**src/rtl/player_input_cond_pkg.sv**
```systemverilog
// rtl/player_input_cond_pkg.sv - shared channel indices and default limits for input conditioning
package player_input_cond_pkg;

  localparam int CH_COIN  = 0;
  localparam int CH_START = 1;
  localparam int CH_THROW = 2;
  localparam int NUM_CH   = 3;

  // About 10 ms of stable input at 6 MHz before a level change is accepted
  localparam logic [15:0] DEF_DEBOUNCE_CYCLES = 16'd60000;

  localparam int DEF_MAX_CREDITS = 9;

  typedef logic [NUM_CH-1:0] ch_vec_t;

endpackage

```
**src/rtl/player_input_cond_if.sv**
```systemverilog
// rtl/player_input_cond_if.sv - cabinet-side raw inputs and conditioned outputs of the input block
interface player_input_cond_if #(
  parameter int CREDIT_W = 4
);

  logic                coin_n;
  logic                start_n;
  logic                throw_n;
  logic                auto_coin_n;
  logic                auto_start_n;
  logic                auto_throw_n;
  logic                coin_lvl_n;
  logic                start_lvl_n;
  logic                throw_lvl_n;
  logic                coin_pulse;
  logic                throw_pulse;
  logic                start_ok;
  logic [CREDIT_W-1:0] credits;

  // Cabinet / stimulus side: drives raw switches, observes conditioned results
  modport master (
    output coin_n, start_n, throw_n, auto_coin_n, auto_start_n, auto_throw_n,
    input  coin_lvl_n, start_lvl_n, throw_lvl_n, coin_pulse, throw_pulse, start_ok, credits
  );

  // Conditioning block side
  modport slave (
    input  coin_n, start_n, throw_n, auto_coin_n, auto_start_n, auto_throw_n,
    output coin_lvl_n, start_lvl_n, throw_lvl_n, coin_pulse, throw_pulse, start_ok, credits
  );

endinterface

```
**src/rtl/player_input_cond_input_debounce.sv**
```systemverilog
// rtl/player_input_cond_input_debounce.sv - per-channel synchronizer, debounce counter, level and press pulse
module input_debounce
  import player_input_cond_pkg::*;
#(
  parameter logic [15:0] DEBOUNCE_CYCLES = DEF_DEBOUNCE_CYCLES
) (
  input  logic clk_i,
  input  logic rst_ni,
  input  logic raw_n_i,
  output logic lvl_n_o,
  output logic press_o,
  output logic pulse_o
);

  logic [1:0]  sync_q;
  logic        lvl_q;
  logic        lvl_d;
  logic [15:0] cnt_q;
  logic [15:0] cnt_d;
  logic        pulse_q;
  logic        press;
  logic        s;

  assign s = sync_q[1];

  // Two-flop synchronizer; released (high) after reset
  always_ff @(posedge clk_i or negedge rst_ni) begin
    if (!rst_ni) begin
      sync_q <= 2'b11;
    end else begin
      sync_q <= {sync_q[0], raw_n_i};
    end
  end

  // Any sample equal to the held level restarts the count, so a glitch earns no partial credit
  always_comb begin
    cnt_d = cnt_q;
    lvl_d = lvl_q;
    press = 1'b0;
    if (s == lvl_q) begin
      cnt_d = '0;
    end else if (cnt_q == DEBOUNCE_CYCLES - 16'd1) begin
      lvl_d = s;
      cnt_d = '0;
      press = ~s;
    end else begin
      cnt_d = cnt_q + 16'd1;
    end
  end

  // Held level, counter and the registered one-cycle press pulse
  always_ff @(posedge clk_i or negedge rst_ni) begin
    if (!rst_ni) begin
      lvl_q   <= 1'b1;
      cnt_q   <= '0;
      pulse_q <= 1'b0;
    end else begin
      lvl_q   <= lvl_d;
      cnt_q   <= cnt_d;
      pulse_q <= press;
    end
  end

  assign lvl_n_o = lvl_q;
  assign press_o = press;
  assign pulse_o = pulse_q;

endmodule

```
**src/rtl/player_input_cond.sv**
```systemverilog
// rtl/player_input_cond.sv - coin/start/throw conditioning and credit counter (AUTO_MERGE_EN merges auto_* stimulus)
module player_input_cond
  import player_input_cond_pkg::*;
#(
  parameter logic [15:0] DEBOUNCE_CYCLES = DEF_DEBOUNCE_CYCLES,
  parameter int          CREDIT_W        = 4,
  parameter int          MAX_CREDITS     = DEF_MAX_CREDITS
) (
  input logic                clk6m,
  input logic                reset_n,
  player_input_cond_if.slave pins
);

  localparam logic [CREDIT_W-1:0] MAX_C = CREDIT_W'(MAX_CREDITS);

  ch_vec_t raw_n;
  ch_vec_t lvl_n;
  ch_vec_t press;
  ch_vec_t pulse;

  logic [CREDIT_W-1:0] credits_q;
  logic [CREDIT_W-1:0] credits_d;
  logic                start_ok_q;
  logic                start_ok_d;

`ifdef AUTO_MERGE_EN
  assign raw_n[CH_COIN]  = pins.coin_n  & pins.auto_coin_n;
  assign raw_n[CH_START] = pins.start_n & pins.auto_start_n;
  assign raw_n[CH_THROW] = pins.throw_n & pins.auto_throw_n;
`else
  assign raw_n[CH_COIN]  = pins.coin_n;
  assign raw_n[CH_START] = pins.start_n;
  assign raw_n[CH_THROW] = pins.throw_n;

  logic unused_auto;
  assign unused_auto = &{pins.auto_coin_n, pins.auto_start_n, pins.auto_throw_n};
`endif

  for (genvar ch = 0; ch < NUM_CH; ch++) begin : g_ch
    input_debounce #(
      .DEBOUNCE_CYCLES(DEBOUNCE_CYCLES)
    ) u_deb (
      .clk_i   (clk6m),
      .rst_ni  (reset_n),
      .raw_n_i (raw_n[ch]),
      .lvl_n_o (lvl_n[ch]),
      .press_o (press[ch]),
      .pulse_o (pulse[ch])
    );
  end

  // Throw press and start pulse are not consumed here; game logic sees throw via its pulse
  logic unused_ev;
  assign unused_ev = ^{press[CH_THROW], pulse[CH_START]};

  // Coin is applied before start so a same-cycle coin can fund the start
  always_comb begin
    credits_d  = credits_q;
    start_ok_d = 1'b0;
    if (press[CH_COIN] && (credits_q < MAX_C)) begin
      credits_d = credits_q + 1'b1;
    end
    if (press[CH_START] && (credits_d != '0)) begin
      credits_d  = credits_d - 1'b1;
      start_ok_d = 1'b1;
    end
  end

  // Credit count and start acceptance, updated on the same edge as the press pulses
  always_ff @(posedge clk6m or negedge reset_n) begin
    if (!reset_n) begin
      credits_q  <= '0;
      start_ok_q <= 1'b0;
    end else begin
      credits_q  <= credits_d;
      start_ok_q <= start_ok_d;
    end
  end

  assign pins.coin_lvl_n  = lvl_n[CH_COIN];
  assign pins.start_lvl_n = lvl_n[CH_START];
  assign pins.throw_lvl_n = lvl_n[CH_THROW];
  assign pins.coin_pulse  = pulse[CH_COIN];
  assign pins.throw_pulse = pulse[CH_THROW];
  assign pins.start_ok    = start_ok_q;
  assign pins.credits     = credits_q;

endmodule

```
**src/flat_wrapper.sv**
```systemverilog
// flat-port wrapper written by rule: the top's interface ports become plain ports
module player_input_cond_flat import player_input_cond_pkg::*;
#(
  parameter logic [15:0] DEBOUNCE_CYCLES = DEF_DEBOUNCE_CYCLES,
  parameter int          CREDIT_W        = 4,
  parameter int          MAX_CREDITS     = DEF_MAX_CREDITS
)
  (clk6m, reset_n, pins_coin_n, pins_start_n, pins_throw_n, pins_auto_coin_n, pins_auto_start_n, pins_auto_throw_n, pins_coin_lvl_n, pins_start_lvl_n, pins_throw_lvl_n, pins_coin_pulse, pins_throw_pulse, pins_start_ok, pins_credits);
  player_input_cond_if #(.CREDIT_W(CREDIT_W)) pins_i ();
  input logic clk6m;
  input logic reset_n;
  input wire logic [$bits(pins_i.coin_n)-1:0] pins_coin_n;
  input wire logic [$bits(pins_i.start_n)-1:0] pins_start_n;
  input wire logic [$bits(pins_i.throw_n)-1:0] pins_throw_n;
  input wire logic [$bits(pins_i.auto_coin_n)-1:0] pins_auto_coin_n;
  input wire logic [$bits(pins_i.auto_start_n)-1:0] pins_auto_start_n;
  input wire logic [$bits(pins_i.auto_throw_n)-1:0] pins_auto_throw_n;
  output wire logic [$bits(pins_i.coin_lvl_n)-1:0] pins_coin_lvl_n;
  output wire logic [$bits(pins_i.start_lvl_n)-1:0] pins_start_lvl_n;
  output wire logic [$bits(pins_i.throw_lvl_n)-1:0] pins_throw_lvl_n;
  output wire logic [$bits(pins_i.coin_pulse)-1:0] pins_coin_pulse;
  output wire logic [$bits(pins_i.throw_pulse)-1:0] pins_throw_pulse;
  output wire logic [$bits(pins_i.start_ok)-1:0] pins_start_ok;
  output wire logic [$bits(pins_i.credits)-1:0] pins_credits;
  assign pins_i.coin_n = pins_coin_n;
  assign pins_i.start_n = pins_start_n;
  assign pins_i.throw_n = pins_throw_n;
  assign pins_i.auto_coin_n = pins_auto_coin_n;
  assign pins_i.auto_start_n = pins_auto_start_n;
  assign pins_i.auto_throw_n = pins_auto_throw_n;
  assign pins_coin_lvl_n = pins_i.coin_lvl_n;
  assign pins_start_lvl_n = pins_i.start_lvl_n;
  assign pins_throw_lvl_n = pins_i.throw_lvl_n;
  assign pins_coin_pulse = pins_i.coin_pulse;
  assign pins_throw_pulse = pins_i.throw_pulse;
  assign pins_start_ok = pins_i.start_ok;
  assign pins_credits = pins_i.credits;
  player_input_cond #(.DEBOUNCE_CYCLES(DEBOUNCE_CYCLES), .CREDIT_W(CREDIT_W), .MAX_CREDITS(MAX_CREDITS)) u_core (.clk6m(clk6m), .reset_n(reset_n), .pins(pins_i));
endmodule
```
**config.mk**
```make
export PLATFORM = sky130hd
export DESIGN_NAME = player_input_cond_flat
export DESIGN_NICKNAME = d
export VERILOG_FILES = /design/src/rtl/player_input_cond_pkg.sv /design/src/rtl/player_input_cond_if.sv /design/src/rtl/player_input_cond_input_debounce.sv /design/src/rtl/player_input_cond.sv /design/src/flat_wrapper.sv
export SDC_FILE = /design/constraint.sdc
export NUM_CORES = 1
export LEC_CHECK = 0
export CORE_MARGIN = 4
export CORE_UTILIZATION = 53
export DETAILED_ROUTE_END_ITERATION = 6
export GPL_ROUTABILITY_DRIVEN = 0
export PLACE_DENSITY = 0.72
export SETUP_SLACK_MARGIN = 0.2
export SYNTH_ARGS = -nofsm -noshare
export SYNTH_HDL_FRONTEND = slang
export SYNTH_SLANG_ARGS = --single-unit
```
**constraint.sdc**
```tcl
create_clock -name clk6m -period 1.99 [get_ports clk6m]
set_input_delay 0.199 -clock clk6m [delete_from_list [all_inputs] [get_ports clk6m]]
set_output_delay 0.199 -clock clk6m [all_outputs]
set_load 0.005 [all_outputs]
```
# After elaboration in Yosys (flattened, before gate mapping)
# Cells that the tools add are included.
# totals
output_inout_bits,10
inputBits,8
wordCells,52
regBits,64
# op_classes
eq_ne,6
bitwise,6
muxes,15
n_reduce_logical,6
add_sub_neg,5
order_cmp,1
# ops
operator,count
two-way mux 16 bit,6
"adder 16 x 1 -> 16 bit, second input constant",3
"== test 16 bit, second input constant",3
two-way mux 4 bit,2
two-way mux 1 bit,7
NOT 1 bit,6
AND reduction 2 bit,3
"adder 4 x 1 -> 4 bit, second input constant",1
"< comparator 4 bit, second input constant",1
nonzero test 4 bit,1
"subtractor 4 x 1 -> 4 bit, second input constant",1
== test 1 bit,3
logical AND 1 bit,2

# Logic depth before layout (Yosys ltp)
# Gate-level depths: netlist of run 1.
# logic_depth
ltp_word,8
ltp_mapped,8
ltp_nobuf,8

# Hierarchy
# A second synthesis of run 1 with hierarchy kept.
# hier_totals
hier_cells,309
area_unflattened_um2,3231.8
# by_module_without_submodules
mod,cells_each,area_per_inst_um2,instances,seq_area_each_um2
input_debounce,86,925.9,3,504.2
player_input_cond,51,454.2,1,125.1

# Worst setup path before layout of run 1
# Ideal clock, no wire load.
# synth_path
kind,flip-flop to flip-flop
start,"register u_core.credits_q[0], in the netlist u_core.pins.credits[0]"
end,"register u_core.credits_q[1], in the netlist u_core.pins.credits[1]"
arrival_ns,1.781
synth_period_minus_slack_ns,1.907
required_time_ns,1.864
stages_incl_launch_ff,9
path_buffers,0
setup_time_ns,0.126
setup_slack_ns,0.083
path_cell_list,dfrtp_1 -> inv_1 -> ha_1 -> inv_1 -> o21ai_0 -> nand3_1 -> mux2_1 -> xnor2_1 -> mux2i_1
# synth_via
elab_chain_cells,6
elab_cells_between_ends,8
cone_classes,add/sub: 2; order compare: 1; mux: 2; reduce/logical: 3
# synth_lines
element,line_no,text
"start, declared",player_input_cond.sv:21,logic [CREDIT_W-1:0] credits_q;
"start signal, assigned",player_input_cond.sv:75,credits_q <= credits_d;
< comparator 4 bit,player_input_cond.sv:60,if (press[CH_COIN] && (credits_q < MAX_C)) begin
logical AND 1 bit,player_input_cond.sv:60,
two-way mux 4 bit (*),player_input_cond.sv:60,
"parallel branches: the longest is 2 deep, another holds subtractor 4 x 1 -> 4 bit",n/a,
two-way mux 4 bit (*),player_input_cond.sv:63,if (press[CH_START] && (credits_d != '0)) begin
net u_core.credits_d[1],player_input_cond.sv:22,logic [CREDIT_W-1:0] credits_d;
# Mark *: on every way through the listed nets, which the timed path passes.
# A chain may end at the register's enable or synchronous reset.

# Worst setup path in the final report of run 1
# layout_path
start,register u_core.g_ch[0].u_deb.cnt_q[1]
end,"register u_core.credits_q[1], in the netlist u_core.pins.credits[1]"
# layout_via
elab_chain_cells,8
elab_cells_between_ends,9
cone_classes,add/sub: 1; eq/ne: 1; mux: 4; reduce/logical: 3
# layout_lines
element,line_no,text
"start, declared",player_input_cond_input_debounce.sv:18,logic [15:0] cnt_q;
"start signal, assigned",player_input_cond_input_debounce.sv:59,cnt_q <= cnt_d;
== test 16 bit (*),player_input_cond_input_debounce.sv:42,end else if (cnt_q == DEBOUNCE_CYCLES - 16'd1) begin
two-way mux 1 bit (*),player_input_cond_input_debounce.sv:42,
two-way mux 1 bit (*),player_input_cond_input_debounce.sv:40,if (s == lvl_q) begin
logical AND 1 bit (*),player_input_cond.sv:60,
two-way mux 4 bit (*),player_input_cond.sv:60,
"parallel branches: the longest is 2 deep, another holds subtractor 4 x 1 -> 4 bit",n/a,
two-way mux 4 bit (*),player_input_cond.sv:63,
net u_core.credits_d[1],player_input_cond.sv:22,
# Marked as above.

==> results of run 1 <==
[through the flow]
step	instance area, sq um	std cells	total power, mW
after detailed placement	3470	400	1.46
final	3840	427	2.39
after floorplan	3210	310	1.41
after global placement	3470	400	1.46
after global routing	3840	427	2.51
after CTS	3730	423	2.43
[routing by layer]
metal,up-vias,routed length [microns],GRT usage
met1,1115,2730,0.232
met4,0,101,0.0863
met5,-,0,0
li1,1125,-,-
met2,30,2770,0.256
met3,8,151,0.0346
[cell type report]
type,instances,area [sq um],area share
Inverter,9,33.8,0.00879
Timing Repair Buffer,33,293,0.0762
Clock inverter,3,17.5,0.00456
Clock buffer,13,149,0.0387
Multi-Input combinational cell,230,1640,0.427
Tap cell,75,93.8,0.0244
Sequential cell,64,1620,0.420
[cell families (layout without fill, tap and decap cells)]
logic type      Yosys count  count (layout)  synth area share
xor+xnor                 47              47             0.128
fa+ha+maj                 5               5            0.0195
flops                    64              64             0.503
buf+inv                  16              58            0.0242
mux                       8               8            0.0281
simple gates            156             156             0.266
compound gates           14              14            0.0308
[flip-flops by register name (all words and copies together), names as in the netlist]
register,cells
u_core.g_ch.u_deb.lvl_n_o,3
u_core.g_ch.u_deb.cnt_q,48
u_core.g_ch.u_deb.sync_q,6
u_core.g_ch.u_deb.pulse_o,2
u_core.pins.start_ok,1
u_core.pins.credits,4
[worst min path at each step]
stage	end	slack, ps	cells after the start
detailed placement	u_core.g_ch[0].u_deb.cnt_q[10]	240	2
floorplan	u_core.g_ch[0].u_deb.cnt_q[0]	-100	0
global placement	u_core.g_ch[0].u_deb.cnt_q[11]	240	2
CTS	u_core.g_ch[2].u_deb.sync_q[0]	250	1
finish	u_core.g_ch[0].u_deb.sync_q[0]	280	1
global route	u_core.g_ch[2].u_deb.sync_q[0]	250	1
[power breakdown]
| part | total, mW | leakage, nW | switching (mW) | internal [mW] |
|---|---|---|---|---|
| registers | 1.35 | 0.852 | 0.0200 | 1.33 |
| clock network | 0.944 | 0.0834 | 0.461 | 0.483 |
| logic | 0.102 | 0.777 | 0.0584 | 0.0435 |
| total | 2.39 | 1.71 | 0.539 | 1.85 |
[layout by cell type, fill, tap and decap left out, types with 8 or more instances in the layout]
cell type        instances
nand3_1                 23
xnor2_1                 21
dfstp_2                  9
clkdlybuf4s50_1         13
nand4_1                  8
dfrtp_1                 53
xor2_1                  25
buf_4                   17
clkbuf_8                10
nor2_1                  60
nand2_1                 17
[repair_timing]
item	4_1_cts	5_1_grt
buffers inserted	6	4
resized for setup	9	17
hold buffers	1	0
setup endpoints to repair	19	35
endpoints found under the hold margin	55	0
pin swaps	5	13
==> flow_summary.ini, run 1 <==
[drt]
wl_mm = 5.76
vias = 2278
wl_per_cell_microns = 13.5
antenna_left = 0
drtIter0Drc = 100
dr.pass1.iters = 4
avgViaCountPerCell = 5.33
drc = 0

[timing]
rsz0062_at_grt = true
setup_viol = 0
fin_skew_ps = 10.1
maxSlewHeadroom = 0.704
fmax_mhz = 549
fin_crit_ps = 1820
drv_slew = 0
hold_slack_ps = 276
finalHoldViolCount = 0
tns_ps = 0
final.period_utilization = 0.915
setup_ws_ps = 170
tightest_slew_ps = 441

[clocking]
htreeDepth = 3
clock_latency_ps = 330
cts_buffers = 9
clockRootBuffer = clkbuf_8
cts_tree = built
clock-sinks = 64
clockBufferDepth = 2
clk_pin_slew_ps = 70

[worst_setup_path]
path_buf_inv = 0
rrSetupSlack_ps = 170
start_kind = flop
cp.arrival_ps = 2070
crit_path_max_incr_delay_ps = 400
slowest_stage = dfrtp_1
r2r_end = u_core.pins.credits[1]
path_depth = 7
worst_setup_path_end_kind = flop
r2r-start = u_core.g_ch[0].u_deb.cnt_q[1]
path_cells = ha_4 -> nand4_4 -> nor3_4 -> nand3_2 -> mux2_4 -> xnor2_2 -> mux2i_1
cp-endpoint = u_core.pins.credits[1]
r2r_cells = 7
cp.required_ps = 2240
worstSetupStartpoint = u_core.g_ch[0].u_deb.cnt_q[1]
worst-path-max-fanout = 3
cp_top_family = simple AND/OR/NAND/NOR gates
critical_path_class = flop to flop

[synthesis]
synth_edf_count = 0
synth_cells = 310
synthFlopType = dfrtp_1
netlist_area_sq_um = 3210
yosysWarningCount = 0
yosysSeqAreaShare = 0.503
yosysTopAreaCell = dfrtp_1
avgSynthCellArea_sq_um = 10.3
syn_nets = 323
ys_seq_elements = 64
synth_top_area_frac = 0.429
synth.top_cells.by_area = dfrtp_1 (43%), dfstp_2 (7.4%), nor2_1 (7.3%)
synthArstFlopShare = 1.00
synth.most_common_cell = nor2_1
synth_common_cells = nor2_1 (62), dfrtp_1 (55), xor2_1 (25)
synth_cell_types = 50

[floorplanning]
initial_core_util = 0.545
dieArea_sq_um = 7360
core_area_sq_um = 5890
die_x_microns = 85.8
die_h_microns = 85.8
num_rows = 28
io_pins = 18

[global_routing]
grt-ovfl-total = 0
grt_pass1_vias = 2235
globalRouteTotalUtil = 0.169
antenna_found_initial = 0
grt_pass1_wl_mm = 9.87
grt_max_degree = 65

[power]
vdd_drop_max_uv = 546
power_leakage_nw = 1.71
powerDensity_nw_per_um2 = 623

[final_layout]
area_growth_pct = 19.9
fin_util = 0.653
n_antenna_cell = 0
finish.net_count = 360
drive_above_1_share = 0.216
fill_cells = 465

[hold_path]
hp-class = input pin to flop
hold_start = pins_coin_n

[status]
status = complete, no violations

[placement]
io_buffers = 14
place_ws_ps = 74.6
place.detailed.hpwl_mm = 3.61

[flow_run]
drv_cap = 0
Note: power is estimated with default switching activity, not from simulation.
==> run 2, diff against run 1 <==
--- a/config.mk
+++ b/config.mk
@@ -6,10 +6,10 @@
 export NUM_CORES = 1
 export LEC_CHECK = 0
 export CORE_MARGIN = 4
-export CORE_UTILIZATION = 53
+export CORE_UTILIZATION = 59
 export DETAILED_ROUTE_END_ITERATION = 6
 export GPL_ROUTABILITY_DRIVEN = 0
-export PLACE_DENSITY = 0.72
+export PLACE_DENSITY = 0.76
 export SETUP_SLACK_MARGIN = 0.2
 export SYNTH_ARGS = -nofsm -noshare
 export SYNTH_HDL_FRONTEND = slang
==> constraint.sdc (replaced) <==
create_clock -name clk6m -period 2.03 [get_ports clk6m]
set_input_delay 0.203 -clock clk6m [delete_from_list [all_inputs] [get_ports clk6m]]
set_output_delay 0.203 -clock clk6m [all_outputs]
set_load 0.005 [all_outputs]
==> run 2 against run 1 <==
Hold slack got worse by 2.3 ps. Sequential cell count did not move. Final cell count fell by 1.6%. Global-route usage up 2.0 points. Highest routed layer unchanged.
==> flow_summary.ini, run 2 (synthesized netlist as in run 1, its figures left out) <==
[final_layout]
layout_commonest_cell = nor2_1
fin_util = 0.744
regMostFlops = u_core.g_ch.u_deb.cnt_q
finish.net_count = 358
largest_reg_flops = 48
multi_input_area_sq_um = 1610
final_cell_mix = nor2_1 (60), dfrtp_1 (54), xor2_1 (25)
n_antenna_cell = 0
layout.area.seq_sq_um = 1610
drive_above_1_share = 0.200
area_growth_pct = 20.1
fin_cells = 420
fin_area_sq_um = 3850
fill_cells = 345

[floorplanning]
die_x_microns = 81.7
initial_core_util = 0.620
die_h_microns = 81.7
num_rows = 26
core_area_sq_um = 5170
dieArea_sq_um = 6680
io_pins = 18

[worst_setup_path]
worstSetupStartpoint = u_core.g_ch[1].u_deb.cnt_q[10]
worst_setup_path_end_kind = flop
r2r_cells = 6
worst-path-max-fanout = 3
cp.required_ps = 2300
start_kind = flop
critical_path_class = flop to flop
cp.arrival_ps = 2110
r2r-start = u_core.g_ch[1].u_deb.cnt_q[10]

[timing]
setup_viol = 0
final.period_utilization = 0.909
fmax_mhz = 542
fin_crit_ps = 1840
hold_slack_ps = 273
maxSlewHeadroom = 0.707
tns_ps = 0
tightest_slew_ps = 436
rsz0062_at_grt = true
drv_slew = 0
setup_ws_ps = 186
fin_skew_ps = 12.3
finalHoldViolCount = 0

[power]
power_leakage_nw = 1.71
powerDensity_nw_per_um2 = 685
vdd_drop_max_uv = 646
power_mw = 2.64

[clocking]
clockBufferDepth = 2
clock-sinks = 64
htreeDepth = 3
clockRootBuffer = clkbuf_8
cts_buffers = 9
clock_latency_ps = 340
cts_tree = built
clk_pin_slew_ps = 70

[hold_path]
holdPathStages = 1
hp-class = input pin to flop
hold_start = pins_start_n

[drt]
wl_per_cell_microns = 13.4
antenna_left = 0
avgViaCountPerCell = 5.36
drc = 0
drtIter0Drc = 79
vias = 2251
dr.pass1.iters = 4
wl_mm = 5.63

[placement]
dp.cells = 394
place.detailed.hpwl_mm = 3.69
place_ws_ps = 107
dpl_cell_area_sq_um = 3450
io_buffers = 14

[global_routing]
antenna_found_initial = 0
globalRouteTotalUtil = 0.190
grt_max_degree = 65
grt-ovfl-total = 0
grt_pass1_wl_mm = 9.66
grt_pass1_vias = 2241

[status]
status = complete, no violations

[flow_run]
drv_cap = 0
## run 2: area by class of cell
cell class | instances | area share
clock buffer | 13 | 0.0413
clock inverter | 3 | 0.0169
inverter | 9 | 0.00878
multi-input combinational | 230 | 0.419
sequential | 64 | 0.419
tap | 70 | 0.0228
timing repair buffer | 31 | 0.0722
## run 2: routing by layer
| metal | track usage | routed length [microns] |
|---|---|---|
| met2 | 0.319 | 2780 |
| met3 | 0.0461 | 197 |
| met1 | 0.233 | 2560 |
| met4 | 0.0797 | 85 |
| met5 | 0 | 0 |
## run 2: path summary, 6_finish.rpt
path | endpoint | slack [ps]
setup / recovery | u_core.pins.credits[2] | 190
hold / removal | u_core.g_ch[1].u_deb.sync_q[0] | 270
setup reg to reg | u_core.pins.credits[2] | 190
hold reg to reg | u_core.g_ch[2].u_deb.sync_q[1] | 350
max in group asynchronous | u_core.g_ch[2].u_deb.sync_q[0] | 1300
min in group asynchronous | u_core.g_ch[0].u_deb.cnt_q[13] | 400
## run 2: what timing repair did
item	CTS	global route
resized for setup	5	16
setup buffers	5	4
hold buffers	1	0
pin swaps	4	9
endpoints found under the setup margin	19	25
gates cloned	0	0
endpoints found under the hold margin	55	0
## run 2: power breakdown
part | leakage [nW] | internal, mW | switching [mW]
Combinational | 0.746 | 0.0432 | 0.0579
Clock | 0.114 | 0.758 | 0.458
Sequential | 0.853 | 1.30 | 0.0203
## run 2: worst max-delay path, stage by stage, from the launching register on
cell,delay (ps)
dfrtp_1,410
or3b_1,460
nor4_2,270
nand3b_1,170
o2111ai_1,230
a21o_1,140
a31o_1,120
==> run 3, diff against run 2 <==
--- a/config.mk
+++ b/config.mk
@@ -5,12 +5,15 @@
 export SDC_FILE = /design/constraint.sdc
 export NUM_CORES = 1
 export LEC_CHECK = 0
+export ABC_AREA = 1
+export CAP_MARGIN = 5
 export CORE_MARGIN = 4
-export CORE_UTILIZATION = 59
+export CORE_UTILIZATION = 60
 export DETAILED_ROUTE_END_ITERATION = 6
 export GPL_ROUTABILITY_DRIVEN = 0
-export PLACE_DENSITY = 0.76
+export PLACE_DENSITY = 0.77
 export SETUP_SLACK_MARGIN = 0.2
 export SYNTH_ARGS = -nofsm -noshare
 export SYNTH_HDL_FRONTEND = slang
+export SYNTH_HIERARCHICAL = 1
 export SYNTH_SLANG_ARGS = --single-unit
==> run 3 against run 2 <==
Worst setup slack worse by 95 ps. Via count up 29%. Critical path type unchanged. Sequential cell count unchanged. Synthesized area up 7.1%. Final cell count up 34%. Clock skew down 6.5 ps. Routed wire length up 19%. Clock-buffer cell count unchanged. Sequential share of layout area down 1.5 points. Global-route usage up 1.7 points.
==> flow_summary.ini, run 3 <==
[status]
status = complete, no violations

[global_routing]
grt-ovfl-total = 0
grt_pass1_vias = 2783
globalRouteMet1Util = 0.241
globalRouteTotalUtil = 0.206
grt_busiest_layer = met2
grt_max_degree = 65
antenna_found_initial = 0
met2_usage = 0.364
grt_pass1_wl_mm = 11.9
gr-usage-met3 = 0.0721

[timing]
tightest_slew_ps = 470
setup_viol = 0
finalHoldViolCount = 0
hold_slack_ps = 269
drv_slew = 0
fmax_mhz = 516
fin_skew_ps = 5.81
fin_crit_ps = 1940
tns_ps = 0
maxSlewHeadroom = 0.684
final.period_utilization = 0.955
setup_ws_ps = 90.3
rsz0062_at_grt = true

[floorplanning]
die_h_microns = 83.6
io_pins = 18
initial_core_util = 0.620
dieArea_sq_um = 7000
num_rows = 27
die_x_microns = 83.6
core_area_sq_um = 5540

[clocking]
clock_latency_ps = 340
cts_buffers = 9
clockRootBuffer = clkbuf_8
clk_pin_slew_ps = 70
clock-sinks = 64
clockBufferDepth = 2
cts_tree = built
htreeDepth = 3

[placement]
place.detailed.hpwl_mm = 4.59
place_ws_ps = 35.3
dpl_cell_area_sq_um = 3670
dp.cells = 539
io_buffers = 14

[final_layout]
fin_cells = 564
area_growth_pct = 16.2
fill_cells = 440
regMostFlops = u_core/g_ch.u_deb/cnt_q
layout.area.seq_sq_um = 1610
n_antenna_cell = 0
fin_util = 0.720
finish.net_count = 500
fin_area_sq_um = 3990
multi_input_area_sq_um = 1640
largest_reg_flops = 48
drive_above_1_share = 0.136
final_cell_mix = nand2_1 (112), nor2_1 (101), dfrtp_1 (55)
layout_commonest_cell = nand2_1

[worst_setup_path]
critical_path_class = flop to flop
worst-path-max-fanout = 5
cp.required_ps = 2260
worst_setup_path_end_kind = flop
start_kind = flop
cp.arrival_ps = 2170

[drt]
antenna_left = 0
vias = 2908
wl_per_cell_microns = 11.9
drtIter0Drc = 152
drc = 0
dr.pass1.iters = 5
avgViaCountPerCell = 5.16
wl_mm = 6.69

[power]
vdd_drop_max_uv = 480
power_mw = 2.52
powerDensity_nw_per_um2 = 632
power_leakage_nw = 1.74

[hold_path]
hp-class = input pin to flop

[synthesis]
netlist_area_sq_um = 3430
avgSynthCellArea_sq_um = 7.58
synth_cells = 453
syn_nets = 466
yosysWarningCount = 6

[flow_run]
drv_cap = 0
run 3: cell types whose count changed in the layout (fill, tap and decap cells not counted), sizes merged, moves of 6 or more:
cell / change
nor2: +47
inv: +46
nand2: +110
xor2: -13
xnor2: -16
and3: -6
o21ai: +7
nand3: +6
run 3: final cells by class:
cell class              count  share of cell area
clock inverters             3              0.0100
clock buffers              13              0.0398
inverters                  55              0.0517
multi-input cells         331               0.411
repair buffers             26              0.0602
well taps                  72              0.0226
flip-flops and latches     64               0.404
run 3: path summary, 6_finish.rpt:
kind,startpoint,endpoint,slack (ps),cells after the start
max in group asynchronous,reset_n,u_core/g_ch[0].u_deb/sync_q[1],1300,3
setup / recovery,u_core/g_ch[0].u_deb/cnt_q[1],u_core/pins.credits[2],90,14
min in group asynchronous,reset_n,u_core/g_ch[0].u_deb/cnt_q[12],400,3
hold reg to reg,u_core/g_ch[2].u_deb/sync_q[0],u_core/g_ch[2].u_deb/sync_q[1],360,0
hold / removal,pins_throw_n,u_core/g_ch[2].u_deb/sync_q[0],270,1
setup reg to reg,u_core/g_ch[0].u_deb/cnt_q[1],u_core/pins.credits[2],90,14
run 3: worst max-delay path: stages, from the launching register on:
cell and delay [ps]:
dfrtp_1 400, ha_4 170, nand2_4 60, nor2_4 90, nand2_2 60, nor2_2 100
nand3b_1 140, nor2_4 180, nand2_2 110, nand2_2 80, nand2_4 60, nor2_4 160
nand3_2 100, nand2_1 60, nand2_1 50
run 3: timing repair:
action	4_1_cts	5_1_grt
hold buffers	1	0
buffers inserted	5	3
setup endpoints to repair	5	5
resized for setup	5	8
pin swaps	6	8
endpoints found under the hold margin	55	0
run 3: where the power goes:
| part | internal (mW) | switching (mW) |
|---|---|---|
| Clock | 0.631 | 0.470 |
| Sequential | 1.30 | 0.0185 |
| Combinational | 0.0381 | 0.0611 |
| Total | 1.97 | 0.550 |
run 3: metal layers:
layer | routed length, microns | share of wire
met1 | 3050 | 0.46
met2 | 3260 | 0.49
met3 | 301 | 0.045
met4 | 76 | 0.011
met5 | 0 | 0
